===== src/rtl/cv32e40p_nmr_voter_mon_if.sv =====
// cv32e40p_nmr_voter_mon_if: replica-result bus plus vote/health outputs of the NMR voter.
// Latency: n/a (signal bundle only).
// Backpressure: none; valid_i only qualifies monitoring, results are consumed every cycle.
interface cv32e40p_nmr_voter_mon_if #(
  parameter int WIDTH = 32,
  parameter int CNT_W = 8
);
  logic             valid_i;
  logic             clear_i;
  logic [WIDTH-1:0] res1_i;
  logic [WIDTH-1:0] res2_i;
  logic [WIDTH-1:0] res3_i;
  logic [WIDTH-1:0] result_o;
  logic             faulty_o;
  logic [1:0]       fault_id_o;
  logic             uncorrectable_o;
  logic [1:0]       mode_o;
  logic [2:0]       failed_mask_o;
  logic [CNT_W-1:0] fault_cnt_o;
  logic             log_valid_o;
  logic [1:0]       log_id_o;
  logic [WIDTH-1:0] log_data_o;

  modport master (
    output valid_i, clear_i, res1_i, res2_i, res3_i,
    input  result_o, faulty_o, fault_id_o, uncorrectable_o, mode_o,
    input  failed_mask_o, fault_cnt_o, log_valid_o, log_id_o, log_data_o
  );

  modport slave (
    input  valid_i, clear_i, res1_i, res2_i, res3_i,
    output result_o, faulty_o, fault_id_o, uncorrectable_o, mode_o,
    output failed_mask_o, fault_cnt_o, log_valid_o, log_id_o, log_data_o
  );
endinterface


===== src/rtl/cv32e40p_nmr_voter_mon.sv =====
// cv32e40p_nmr_voter_mon: TMR voter with per-replica fault streaks, retirement to duplex, sticky FAIL.
// Latency: vote and flags combinational; mode/mask/counter/log registered, visible next cycle.
// Backpressure: none; valid_i gates monitoring only. Optional first-error log: CV32E40P_NMR_ERR_LOG_EN.
module cv32e40p_nmr_voter_mon #(
  parameter int WIDTH  = 32,
  parameter int THRESH = 4,
  parameter int CNT_W  = 8
) (
  input logic clk,
  input logic rst,
  cv32e40p_nmr_voter_mon_if.slave bus
);

  localparam int SW = $clog2(THRESH + 1);

  typedef enum logic [1:0] {
    MODE_TMR  = 2'd0,
    MODE_DEG  = 2'd1,
    MODE_FAIL = 2'd2
  } mode_e;

  mode_e            mode_q, mode_d;
  logic [2:0]       mask_q, mask_d;
  logic [SW-1:0]    streak_q [3];
  logic [SW-1:0]    streak_d [3];
  logic [CNT_W-1:0] cnt_q, cnt_d;

  logic             eq12, eq13, eq23;
  logic             all_eq, three_way, healthy_diff;
  logic [1:0]       lone_id;
  logic [2:0]       retire;
  logic [WIDTH-1:0] majority, first_healthy;
  logic [WIDTH-1:0] result;
  logic             faulty, unc;
  logic [1:0]       fault_id;

  assign eq12      = (bus.res1_i == bus.res2_i);
  assign eq13      = (bus.res1_i == bus.res3_i);
  assign eq23      = (bus.res2_i == bus.res3_i);
  assign all_eq    = eq12 && eq13;
  assign three_way = !eq12 && !eq13 && !eq23;
  assign majority  = (bus.res1_i & bus.res2_i) | (bus.res1_i & bus.res3_i) |
                     (bus.res2_i & bus.res3_i);
  // At most one replica is ever retired, so replica 2 is the fallback when replica 1 is out.
  assign first_healthy = mask_q[0] ? bus.res2_i : bus.res1_i;

  // Identify the single replica that disagrees with an agreeing pair.
  always_comb begin
    lone_id = 2'd0;
    if (eq23 && !eq12)      lone_id = 2'd1;
    else if (eq13 && !eq12) lone_id = 2'd2;
    else if (eq12 && !eq13) lone_id = 2'd3;
  end

  // Disagreement among the replicas still trusted (all three when none is retired).
  always_comb begin
    case (mask_q)
      3'b001:  healthy_diff = !eq23;
      3'b010:  healthy_diff = !eq13;
      3'b100:  healthy_diff = !eq12;
      default: healthy_diff = !all_eq;
    endcase
  end

  // A lone disagreer whose streak is one short of the threshold retires on this cycle.
  always_comb begin
    for (int k = 0; k < 3; k++) begin
      retire[k] = (lone_id == 2'(k + 1)) && (streak_q[k] == SW'(THRESH - 1));
    end
  end

  // Mode state register; clear returns to TMR just like reset.
  always_ff @(posedge clk) begin
    if (rst || bus.clear_i) mode_q <= MODE_TMR;
    else                    mode_q <= mode_d;
  end

  // Mode next-state: TMR degrades on retirement or fails on three-way split; DEG fails on pair split.
  always_comb begin
    mode_d = mode_q;
    if (bus.valid_i) begin
      case (mode_q)
        MODE_TMR: begin
          if (three_way)    mode_d = MODE_FAIL;
          else if (|retire) mode_d = MODE_DEG;
        end
        MODE_DEG: begin
          if (healthy_diff) mode_d = MODE_FAIL;
        end
        default: ;
      endcase
    end
  end

  // Vote outputs per mode; FAIL keeps uncorrectable asserted regardless of inputs.
  always_comb begin
    result   = (mode_q == MODE_TMR) ? majority : first_healthy;
    faulty   = bus.valid_i && healthy_diff;
    fault_id = (bus.valid_i && mode_q == MODE_TMR) ? lone_id : 2'd0;
    unc      = (mode_q == MODE_FAIL) ||
               (bus.valid_i && ((mode_q == MODE_TMR) ? three_way : healthy_diff));
  end

  // Health bookkeeping: streaks and retirement only move in TMR, the counter in every mode.
  always_comb begin
    mask_d = mask_q;
    cnt_d  = cnt_q;
    for (int k = 0; k < 3; k++) streak_d[k] = streak_q[k];
    if (bus.valid_i && mode_q == MODE_TMR && !three_way) begin
      mask_d = mask_q | retire;
      for (int k = 0; k < 3; k++) begin
        streak_d[k] = (lone_id == 2'(k + 1)) ? streak_q[k] + 1'b1 : '0;
      end
    end
    if (faulty && cnt_q != {CNT_W{1'b1}}) cnt_d = cnt_q + 1'b1;
  end

  // Health registers; clear has the same effect as reset and overrides any fault this cycle.
  always_ff @(posedge clk) begin
    if (rst || bus.clear_i) begin
      mask_q <= '0;
      cnt_q  <= '0;
      for (int k = 0; k < 3; k++) streak_q[k] <= '0;
    end else begin
      mask_q <= mask_d;
      cnt_q  <= cnt_d;
      for (int k = 0; k < 3; k++) streak_q[k] <= streak_d[k];
    end
  end

`ifdef CV32E40P_NMR_ERR_LOG_EN
  logic             log_valid_q;
  logic [1:0]       log_id_q;
  logic [WIDTH-1:0] log_data_q;
  logic [WIDTH-1:0] log_sel;

  // Offending replica value; an uncorrectable event records replica 1.
  always_comb begin
    case (fault_id)
      2'd2:    log_sel = bus.res2_i;
      2'd3:    log_sel = bus.res3_i;
      default: log_sel = bus.res1_i;
    endcase
  end

  // Capture only the first fault after reset/clear, then hold.
  always_ff @(posedge clk) begin
    if (rst || bus.clear_i) begin
      log_valid_q <= 1'b0;
      log_id_q    <= 2'd0;
      log_data_q  <= '0;
    end else if (faulty && !log_valid_q) begin
      log_valid_q <= 1'b1;
      log_id_q    <= fault_id;
      log_data_q  <= log_sel;
    end
  end

  assign bus.log_valid_o = log_valid_q;
  assign bus.log_id_o    = log_id_q;
  assign bus.log_data_o  = log_data_q;
`else
  assign bus.log_valid_o = 1'b0;
  assign bus.log_id_o    = 2'd0;
  assign bus.log_data_o  = '0;
`endif

  assign bus.result_o        = result;
  assign bus.faulty_o        = faulty;
  assign bus.fault_id_o      = fault_id;
  assign bus.uncorrectable_o = unc;
  assign bus.mode_o          = mode_q;
  assign bus.failed_mask_o   = mask_q;
  assign bus.fault_cnt_o     = cnt_q;

endmodule


===== src/flat_wrapper.sv =====
// flat-port wrapper written by rule: the top's interface ports become plain ports
module cv32e40p_nmr_voter_mon_flat 
#(
  parameter int WIDTH  = 32,
  parameter int THRESH = 4,
  parameter int CNT_W  = 8
)
  (clk, rst, bus_valid_i, bus_clear_i, bus_res1_i, bus_res2_i, bus_res3_i, bus_result_o, bus_faulty_o, bus_fault_id_o, bus_uncorrectable_o, bus_mode_o, bus_failed_mask_o, bus_fault_cnt_o, bus_log_valid_o, bus_log_id_o, bus_log_data_o);
  cv32e40p_nmr_voter_mon_if #(.WIDTH(WIDTH), .CNT_W(CNT_W)) bus_i ();
  input logic clk;
  input logic rst;
  input wire logic [$bits(bus_i.valid_i)-1:0] bus_valid_i;
  input wire logic [$bits(bus_i.clear_i)-1:0] bus_clear_i;
  input wire logic [$bits(bus_i.res1_i)-1:0] bus_res1_i;
  input wire logic [$bits(bus_i.res2_i)-1:0] bus_res2_i;
  input wire logic [$bits(bus_i.res3_i)-1:0] bus_res3_i;
  output wire logic [$bits(bus_i.result_o)-1:0] bus_result_o;
  output wire logic [$bits(bus_i.faulty_o)-1:0] bus_faulty_o;
  output wire logic [$bits(bus_i.fault_id_o)-1:0] bus_fault_id_o;
  output wire logic [$bits(bus_i.uncorrectable_o)-1:0] bus_uncorrectable_o;
  output wire logic [$bits(bus_i.mode_o)-1:0] bus_mode_o;
  output wire logic [$bits(bus_i.failed_mask_o)-1:0] bus_failed_mask_o;
  output wire logic [$bits(bus_i.fault_cnt_o)-1:0] bus_fault_cnt_o;
  output wire logic [$bits(bus_i.log_valid_o)-1:0] bus_log_valid_o;
  output wire logic [$bits(bus_i.log_id_o)-1:0] bus_log_id_o;
  output wire logic [$bits(bus_i.log_data_o)-1:0] bus_log_data_o;
  assign bus_i.valid_i = bus_valid_i;
  assign bus_i.clear_i = bus_clear_i;
  assign bus_i.res1_i = bus_res1_i;
  assign bus_i.res2_i = bus_res2_i;
  assign bus_i.res3_i = bus_res3_i;
  assign bus_result_o = bus_i.result_o;
  assign bus_faulty_o = bus_i.faulty_o;
  assign bus_fault_id_o = bus_i.fault_id_o;
  assign bus_uncorrectable_o = bus_i.uncorrectable_o;
  assign bus_mode_o = bus_i.mode_o;
  assign bus_failed_mask_o = bus_i.failed_mask_o;
  assign bus_fault_cnt_o = bus_i.fault_cnt_o;
  assign bus_log_valid_o = bus_i.log_valid_o;
  assign bus_log_id_o = bus_i.log_id_o;
  assign bus_log_data_o = bus_i.log_data_o;
  cv32e40p_nmr_voter_mon #(.WIDTH(WIDTH), .THRESH(THRESH), .CNT_W(CNT_W)) u_core (.clk(clk), .rst(rst), .bus(bus_i));
endmodule

===== config.mk =====
export PLATFORM = sky130hd
export DESIGN_NAME = cv32e40p_nmr_voter_mon_flat
export DESIGN_NICKNAME = d
export VERILOG_FILES = /design/src/rtl/cv32e40p_nmr_voter_mon_if.sv /design/src/rtl/cv32e40p_nmr_voter_mon.sv /design/src/flat_wrapper.sv
export SDC_FILE = /design/constraint.sdc
export NUM_CORES = 1
export LEC_CHECK = 0
export CAP_MARGIN = 30
export CORE_ASPECT_RATIO = 0.7
export CORE_MARGIN = 4
export CORE_UTILIZATION = 42
export DETAILED_ROUTE_END_ITERATION = 7
export GPL_TIMING_DRIVEN = 0
export MAX_ROUTING_LAYER = met4
export PLACE_DENSITY = 0.83
export SLEW_MARGIN = 20
export SYNTH_ARGS = -nofsm -noshare
export SYNTH_HDL_FRONTEND = slang
export SYNTH_SLANG_ARGS = --single-unit

===== constraint.sdc =====
create_clock -name clk -period 6.3 [get_ports clk]
set_input_delay 1.89 -clock clk [delete_from_list [all_inputs] [get_ports clk]]
set_output_delay 1.89 -clock clk [all_outputs]
set_load 0.01 [all_outputs]

==> results.json, run 1 <==
{
  "firstDrtPassIters": 6,
  "ys_ff_latch": 22,
  "fin_crit_sh_pct": 101.6,
  "slowest_delay_ps": 550,
  "first_global_vias": 4182,
  "routabilityCongestion": 0.9057,
  "crit_chain": "clkdlybuf4s50_1, ha_4, nor4_4, nand4_1, or2_4, inv_1, ha_1, a21o_1, a41oi_4, o22a_1, clkdlybuf4s15_2",
  "grt_max_degree": 14,
  "hp-class": "register to register",
  "rsz0062_at_grt": "yes",
  "layout_common_cells": "clkdlybuf4s50_1 (105), ha_1 (91), buf_4 (49)",
  "worstPathRequired_ps": 4410,
  "status": "finished, violations left",
  "start_util_pct": 43.56,
  "p_seq_share_pct": 21.0,
  "dpl.hpwl_um": 10640,
  "port_buffers": 148,
  "row_count": 28,
  "core-area_um2": 8548,
  "drt-initial-drc-count": 279,
  "combinationalPowerShare_pct": 52.2,
  "dieArea_um2": 10460,
  "layout_commonest_cell": "clkdlybuf4s50_1",
  "final_cells": 747,
  "root_buffer": "clkbuf_16",
  "final_nets": 833,
  "drt-vias-per-instance": 5.673,
  "switching_share_pct": 32.58,
  "netlist_top_cells_area": "ha_1 (36%), dfxtp_1 (12%), mux2i_1 (9.1%)",
  "violations": "setup timing",
  "async_flop_share_pct": 0,
  "via_count": 4238,
  "leakagePower_nw": 2.832,
  "dp_cells": 729,
  "critPathKind": "input pin to output pin",
  "final_max_slew_viol_count": 0,
  "fmax_mhz": 156.2,
  "ys_warn_count": 0,
  "syn_inst": 427,
  "wirelength_um": 14120,
  "clk_latency_ps": 260,
  "p_int_uw": 452.8,
  "synthDistinctLibCells": 43,
  "setup_tns_ps": -150.2,
  "p_clk_share_pct": 26.8,
  "synth_area_leader_cell": "ha_1",
  "synth_edf_count": 0,
  "place_ws_ps": -786.7,
  "grt_overflow": 0,
  "fin_skew_ps": 1.562,
  "drcViolationCount": 0,
  "htree_levels": 1,
  "p_per_area_nw_per_um2": 108.4,
  "hold_viol": 0,
  "die_h_um": 86.78,
  "die-width_um": 120.5,
  "antenna_found_initial": 1,
  "synth_area_um2": 3724,
  "crit_start": "bus_res3_i[7]",
  "wire_per_inst_um": 18.90,
  "cp.arrival_ps": 4510,
  "grt_pass1_wl_um": 20300,
  "numCtsBuffers": 3,
  "ys.flop_type": "dfxtp_1",
  "ant_nets": 0,
  "clkSinkCount": 22,
  "start_kind": "input pin",
  "setup_slack_ps": -103.7,
  "final_util_pct": 72.50,
  "area_delta_synth_final_pct": 66.43,
  "cts_tree": "done",
  "critPathTopFamily": "buffers and inverters",
  "vdd_ir_drop_max_mv": 0.09502,
  "worstHoldStart": "u_core.streak_q[0][1]$_SDFFE_PP0P_",
  "period_minus_slack_ps": 6404,
  "setup_viol": 2,
  "yosysTopAreaCellShare_pct": 35.62,
  "r2r-start": "u_core.bus.failed_mask_o[0]$_SDFFE_PP0P_",
  "clockBufferDepth": 2,
  "grt_usage_pct": 24.51,
  "critical_path_buf_inv_count": 3,
  "clkTransAtPathRegs_ps": 60,
  "p_switching_uw": 218.8,
  "maxCapViolCount": 0,
  "cp_slowest_cell": "clkdlybuf4s50_1",
  "slew_headroom_pct": 40.93,
  "cp_max_fo": 4,
  "syn_area_per_cell_um2": 8.720,
  "end_kind": "output pin",
  "ys_seq_area_share_pct": 11.83,
  "drive_above_1_share_pct": 17.09,
  "tightest_slew_ps": 886.1,
  "pin_count": 184,
  "p_total_uw": 671.6
}
## final timing paths
kind                                            endpoint  slack (ps)  cells past startpoint
setup / recovery                     bus_uncorrectable_o        -100                     11
hold / removal        u_core.streak_q[0][1]$_SDFFE_PP0P_         460                      2
setup reg to reg  u_core.bus.fault_cnt_o[3]$_SDFFE_PP0P_        4200                      9
hold reg to reg       u_core.streak_q[0][1]$_SDFFE_PP0P_         460                      2
## synthesized netlist by cell type (all sizes together), types with 2 or more instances
master and count:
ha 106, nor4 56, a21oi 46, buf 41, mux2i 34, dfxtp 22, nor2 20, nand2 17
inv 11, clkbuf 10, nand4 9, and4 5, a31o 4, a32oi 4, nand3b 4, o211ai 4
o21ai 4, a31oi 3, and3 3, a41o 2, nand3 2, nor2b 2, or2 2, or3 2
## cell families (layout without fill, tap and decap cells)
family,Yosys count,in the layout,synth area share [%]
fa+ha+maj,106,106,35.62
flops,22,22,11.83
compound gates,75,75,12.74
other cells,1,36,0.1007
simple gates,126,126,20.43
mux,34,34,9.140
buf+inv,62,227,9.913
xor+xnor,1,1,0.2353
## power groups by stage
stage                     sequential (mW)  clock (mW)  combinational (mW)
final                               0.141       0.180               0.350
after global routing                0.141       0.185               0.380
after CTS                           0.141       0.181               0.312
after detailed placement            0.144           0               0.301
after global placement              0.144           0               0.291
after floorplan                     0.144           0               0.132
## through the flow
stage / hold slack [ps] / cell area, µm²
final: 456.4 / 6197
after global routing: 488.8 / 6197
after CTS: 458.4 / 5722
after detailed placement: 450.5 / 5483
after global placement: 438.3 / 5483
after floorplan: 431.9 / 3851
## flip-flops by register name, summed over array words and instances (netlist names)
signal / count
u_core.bus.failed_mask_o: 3
u_core.bus.fault_cnt_o: 8
u_core.bus.mode_o: 2
u_core.streak_q: 9
## metal layers
layer	track usage (%)	vias to the layer above	share of wire, %
li1	-	1999	-
met1	29.27	1993	41
met2	42.07	204	48
met3	5.088	42	7.9
met4	6.996	0	3.0
met5	-	-	0
## layout make-up
cell class                 count  area (µm²)
multi-input combinational    377        3450
sequential                    22       440.4
inverter                      11       41.29
clock buffer                   3       75.07
timing repair buffer         163        1692
buffer                        49       316.6
antenna                        1       2.502
tap                          120       150.1
fill                         641        2351
clock inverter                 1       30.03
## tightest hold or removal path, stage by stage (launching register included)
cell and delay (ps):
dfxtp_1 310, nand2_1 50, a21oi_1 50
## what timing repair did
action | 4_1_cts | 5_1_grt
pin swaps | 8 | 40
setup endpoints to repair | 4 | 4
setup buffers | 6 | 9
gates resized for setup | 26 | 72
hold buffers | 0 | 0
(Power assumes the default switching activity.)
==> run 2: changes to the inputs <==
--- a/constraint.sdc
+++ b/constraint.sdc
@@ -3,2 +3,2 @@
 set_output_delay 1.89 -clock clk [all_outputs]
-set_load 0.01 [all_outputs]
+set_load 0.005 [all_outputs]
==> run 2 against run 1 <==
  * The flow now finishes without violations
  * Die area stayed put
  * Global-route usage is 2.0 points higher
  * Core utilization is 2.5 points higher
  * Clock power hardly changed
  * Combinational power is 1% higher
  * Wire length is 5.7% higher
  * Worst setup slack better by 210 ps
  * Fmax is 3.4% higher
  * Largest cell class unchanged
  * Register-to-register slack better by 50 ps
  * Sequential power hardly changed
==> results.json, run 2 (synthesized netlist as in run 1, its figures left out) <==
{
  "area_delta_synth_final_pct": 72.14,
  "firstDrtPassIters": 6,
  "ant_nets": 0,
  "p_per_area_nw_per_um2": 105.4,
  "dp_cells": 729,
  "clkSinkCount": 22,
  "wirelength_um": 14920,
  "die-width_um": 120.5,
  "grt_overflow": 0,
  "grt_usage_pct": 26.51,
  "start_kind": "input pin",
  "end_kind": "output pin",
  "hp-class": "register to register",
  "p_total_uw": 675.4,
  "antenna_found_initial": 1,
  "status": "finished clean",
  "grt_max_degree": 14,
  "maxCapViolCount": 0,
  "wire_per_inst_um": 20.06,
  "layout_commonest_cell": "ha_1",
  "largest_register": "u_core.streak_q",
  "final_cells": 744,
  "fin_skew_ps": 3.600,
  "setup_tns_ps": 0,
  "clockBufferDepth": 2,
  "port_buffers": 148,
  "tightest_slew_ps": 898.9,
  "row_count": 28,
  "largest_reg_flops": 9,
  "via_count": 4332,
  "drive_above_1_share_pct": 21.19,
  "fill_cells": 603,
  "layout_common_cells": "ha_1 (65), dlygate4sd2_1 (55), clkdlybuf4s50_1 (53)",
  "fmax_mhz": 161.5,
  "clkTransAtPathRegs_ps": 60,
  "period_minus_slack_ps": 6193,
  "setup_viol": 0,
  "hold_viol": 0,
  "drt-vias-per-instance": 5.823,
  "first_global_vias": 4375,
  "die_h_um": 86.78,
  "dieArea_um2": 10460,
  "leakagePower_nw": 2.793,
  "pin_count": 184,
  "grt_pass1_wl_um": 21860,
  "fin_area_um2": 6410,
  "start_util_pct": 43.56,
  "routabilityCongestion": 0.9057,
  "root_buffer": "clkbuf_16",
  "cp.arrival_ps": 4300,
  "dpl.hpwl_um": 10640,
  "numCtsBuffers": 3,
  "vdd_ir_drop_max_mv": 0.09459,
  "cp_max_fo": 3,
  "core-area_um2": 8548,
  "critPathKind": "input pin to output pin",
  "final_util_pct": 74.99,
  "worstPathRequired_ps": 4410,
  "final_max_slew_viol_count": 0,
  "htree_levels": 1,
  "place_area_um2": 5483,
  "fin_crit_sh_pct": 98.30,
  "cts_tree": "done",
  "regToRegSetupSlack_ps": 4250,
  "drcViolationCount": 0,
  "drt-initial-drc-count": 420,
  "clk_latency_ps": 260,
  "slew_headroom_pct": 40.07,
  "final_nets": 830
}
-- run 2: changes by cell type in the layout (fill, tap and decap cells not counted), sizes merged --
cell           before  now
clkbuf             12   14
dlymetal6s2s       38   28
clkdlybuf4s15       2   10
dlygate4sd2         3   55
clkdlybuf4s50     105   53
buf                55   52
-- run 2: layout make-up --
type | instances | area, µm² | share of cell area (%)
buffer | 49 | 316.6 | 4.939
antenna | 1 | 2.502 | 0.03904
clock buffer | 3 | 75.07 | 1.171
tap | 120 | 150.1 | 2.342
clock inverter | 1 | 30.03 | 0.4685
timing repair buffer | 160 | 1564 | 24.40
sequential | 22 | 440.4 | 6.871
inverter | 11 | 41.29 | 0.6442
multi-input combinational | 377 | 3790 | 59.13
-- run 2: where the power goes --
| part | switching (mW) | internal (mW) |
|---|---|---|
| Clock | 0.0536 | 0.126 |
| Combinational | 0.165 | 0.189 |
| Sequential | 0.00108 | 0.140 |
| Total | 0.220 | 0.455 |
-- run 2: metal layers --
metal | vias up | GRT usage (%) | share of wire [%] | routed length (µm)
li1 | 1989 | - | - | -
met1 | 2084 | 30.84 | 41 | 6093
met2 | 221 | 46.33 | 49 | 7364
met3 | 38 | 5.740 | 7.3 | 1083
met4 | 0 | 7.716 | 2.6 | 382
met5 | - | - | 0 | 0
-- run 2: through the flow --
step | worst slack (ps) | hold slack (ps)
floorplan | 637.6 | 431.9
global placement | -690.5 | 438.3
detailed placement | -756.5 | 450.5
CTS | 7.037 | 458.4
global route | -16.43 | 502.0
finish | 107.1 | 459.0
-- run 2: worst paths after layout --
check,from,to,cells after the start
worst max-delay path,bus_res2_i[13],bus_fault_id_o[1],8
worst min-delay path,u_core.streak_q[0][1]$_SDFFE_PP0P_,u_core.streak_q[0][1]$_SDFFE_PP0P_,2
worst max register to register,u_core.bus.failed_mask_o[0]$_SDFFE_PP0P_,u_core.bus.fault_cnt_o[0]$_SDFFE_PP0P_,8
worst min register to register,u_core.streak_q[0][1]$_SDFFE_PP0P_,u_core.streak_q[0][1]$_SDFFE_PP0P_,2
-- run 2: repair_timing --
action,in CTS,in global routing
setup endpoints to repair,4,4
setup buffers,7,5
hold buffers,0,0
pin swaps,65,40
cloned,0,0
resized for setup,129,59
-- run 2: critical path: stages --
cell,delay (ps)
dlygate4sd2_1,300
ha_1,340
nor4_2,310
nand4_1,270
nor2_4,210
ha_4,240
nor3_2,200
clkdlybuf4s50_1,540
==> run 3: changes to the inputs <==
- PLACE_DENSITY: 0.83 -> 0.95
- SETUP_SLACK_MARGIN: unset -> 0.1
==> run 3 against run 2 <==
  * The flow now finishes with violations (setup timing)
  * Hold slack better by 3.1 ps
  * Sequential power about the same
  * Worst setup slack worse by 170 ps
  * Core utilization is 0.81 points lower
==> results.json, run 3 (synthesized netlist as in run 1, its figures left out) <==
{
  "status": "finished, violations left",
  "violations": "setup timing",
  "dp_cells": 729,
  "setup_viol": 1,
  "slowest_delay_ps": 530,
  "area_delta_synth_final_pct": 70.30,
  "die-width_um": 120.5,
  "fin_skew_ps": 1.783,
  "period_minus_slack_ps": 6361,
  "fin_crit_sh_pct": 101.0,
  "start_kind": "input pin",
  "end_kind": "output pin",
  "fmax_mhz": 157.2,
  "clk_latency_ps": 250,
  "ctsHoldBuffers": 0,
  "port_buffers": 148,
  "final_nets": 834,
  "final_max_slew_viol_count": 0,
  "grt_overflow": 0,
  "clkTransAtPathRegs_ps": 60,
  "p_per_area_nw_per_um2": 107.3,
  "first_global_vias": 4560,
  "ant_nets": 0,
  "final_cells": 749,
  "grt_usage_pct": 29.21,
  "core-area_um2": 8548,
  "htree_levels": 1,
  "pin_count": 184,
  "rsz0062_at_grt": "yes",
  "grt_max_degree": 14,
  "layout_common_cells": "dlygate4sd2_1 (75), ha_1 (69), clkdlybuf4s50_1 (50)",
  "drt-vias-per-instance": 6.151,
  "die_h_um": 86.78,
  "leakagePower_nw": 2.667,
  "place_ws_ps": -735.0,
  "root_buffer": "clkbuf_16",
  "wirelength_um": 17140,
  "drcViolationCount": 0,
  "wire_per_inst_um": 22.89,
  "antenna_found_initial": 2,
  "row_count": 28,
  "numCtsBuffers": 3,
  "firstDrtPassIters": 7,
  "grt_pass1_wl_um": 23790,
  "crit_chain": "dlygate4sd2_1, ha_1, nor4_2, nand4_1, buf_4, a211oi_4, nor2_1, nor2_1, clkdlybuf4s50_1",
  "critPathKind": "input pin to output pin",
  "largest_reg_flops": 9,
  "slew_headroom_pct": 33.60,
  "timing.critical_path.mode_cell": "nor2_1",
  "start_util_pct": 43.56,
  "vdd_ir_drop_max_mv": 0.08305,
  "clkSinkCount": 22,
  "clockBufferDepth": 2,
  "cp_slowest_cell": "clkdlybuf4s50_1",
  "cts_tree": "done",
  "drt-initial-drc-count": 384,
  "layout_commonest_cell": "dlygate4sd2_1",
  "maxCapViolCount": 0,
  "largest_register": "u_core.streak_q",
  "worstPathRequired_ps": 4410,
  "tightest_slew_ps": 996.0,
  "routabilityCongestion": 0.9203,
  "dpl.hpwl_um": 11460,
  "dieArea_um2": 10460,
  "fin_area_um2": 6341,
  "cp_max_fo": 3,
  "hp-class": "register to register",
  "drive_above_1_share_pct": 21.85,
  "place_area_um2": 5483,
  "hold_viol": 0,
  "cp.arrival_ps": 4470,
  "via_count": 4607,
  "setup_slack_ps": -61.41
}
==> run 3: cell types whose count changed in the layout (fill, tap and decap cells not counted), sizes merged <==
cell,change
buf,+4
dlymetal6s2s,-20
dlygate4sd2,+20
clkdlybuf4s50,-3
diode,+1
clkbuf,+3
==> run 3: worst paths after layout <==
path	start	slack, ps	cells past startpoint	to
setup / recovery	bus_res3_i[15]	-60	9	bus_fault_id_o[0]
hold / removal	u_core.streak_q[0][2]$_SDFFE_PP0P_	460	2	u_core.streak_q[0][2]$_SDFFE_PP0P_
setup reg to reg	u_core.bus.failed_mask_o[0]$_SDFFE_PP0P_	4240	9	u_core.bus.fault_cnt_o[0]$_SDFFE_PP0P_
hold reg to reg	u_core.streak_q[0][2]$_SDFFE_PP0P_	460	2	u_core.streak_q[0][2]$_SDFFE_PP0P_
==> run 3: repair_timing <==
item,4_1_cts,5_1_grt
buffers inserted,8,6
resized for setup,160,43
setup endpoints to repair,4,4
pin swaps,80,25
==> run 3: worst max-delay path, delay by kind of cell <==
kind,cells,cell delay [ps]
fa+ha+maj,1,330
compound gates,1,280
buf+inv,3,1030
simple gates,4,930
==> run 3: layout make-up <==
class | instances | area, µm²
Buffer | 51 | 335.3
Sequential cell | 22 | 440.4
Clock inverter | 1 | 30.03
Timing Repair Buffer | 162 | 1494
Multi-Input combinational cell | 377 | 3767
Inverter | 11 | 43.79
Fill cell | 549 | 2207
Antenna cell | 2 | 5.005
Clock buffer | 3 | 75.07
Tap cell | 120 | 150.1
==> run 3: power breakdown <==
group	internal, mW	switching (mW)	leakage [nW]	total, mW
clock	0.126	0.0514	0.0511	0.178
combinational	0.187	0.175	2.44	0.362
sequential	0.140	0.00145	0.177	0.141
total	0.453	0.227	2.67	0.681
==> run 3: metrics by stage <==
stage	TNS [ps]	power (mW)	util, %	hold WS [ps]
global placement	-1796	0.4167	64.14	439.8
detailed placement	-2021	0.4317	64.14	446.4
CTS	0	0.6394	70.92	454.5
global route	-110.5	0.7093	74.18	488.8
floorplan	0	0.2617	-	431.9
finish	-61.41	0.6805	74.18	462.1
==> run 3: per-layer routing <==
| metal | wire length, µm | track usage, % | vias up |
|---|---|---|---|
| met4 | 995 | 13.37 | 0 |
| li1 | - | - | 2010 |
| met5 | 0 | - | - |
| met2 | 8391 | 53.32 | 345 |
| met1 | 6189 | 30.47 | 2142 |
| met3 | 1567 | 6.132 | 110 |
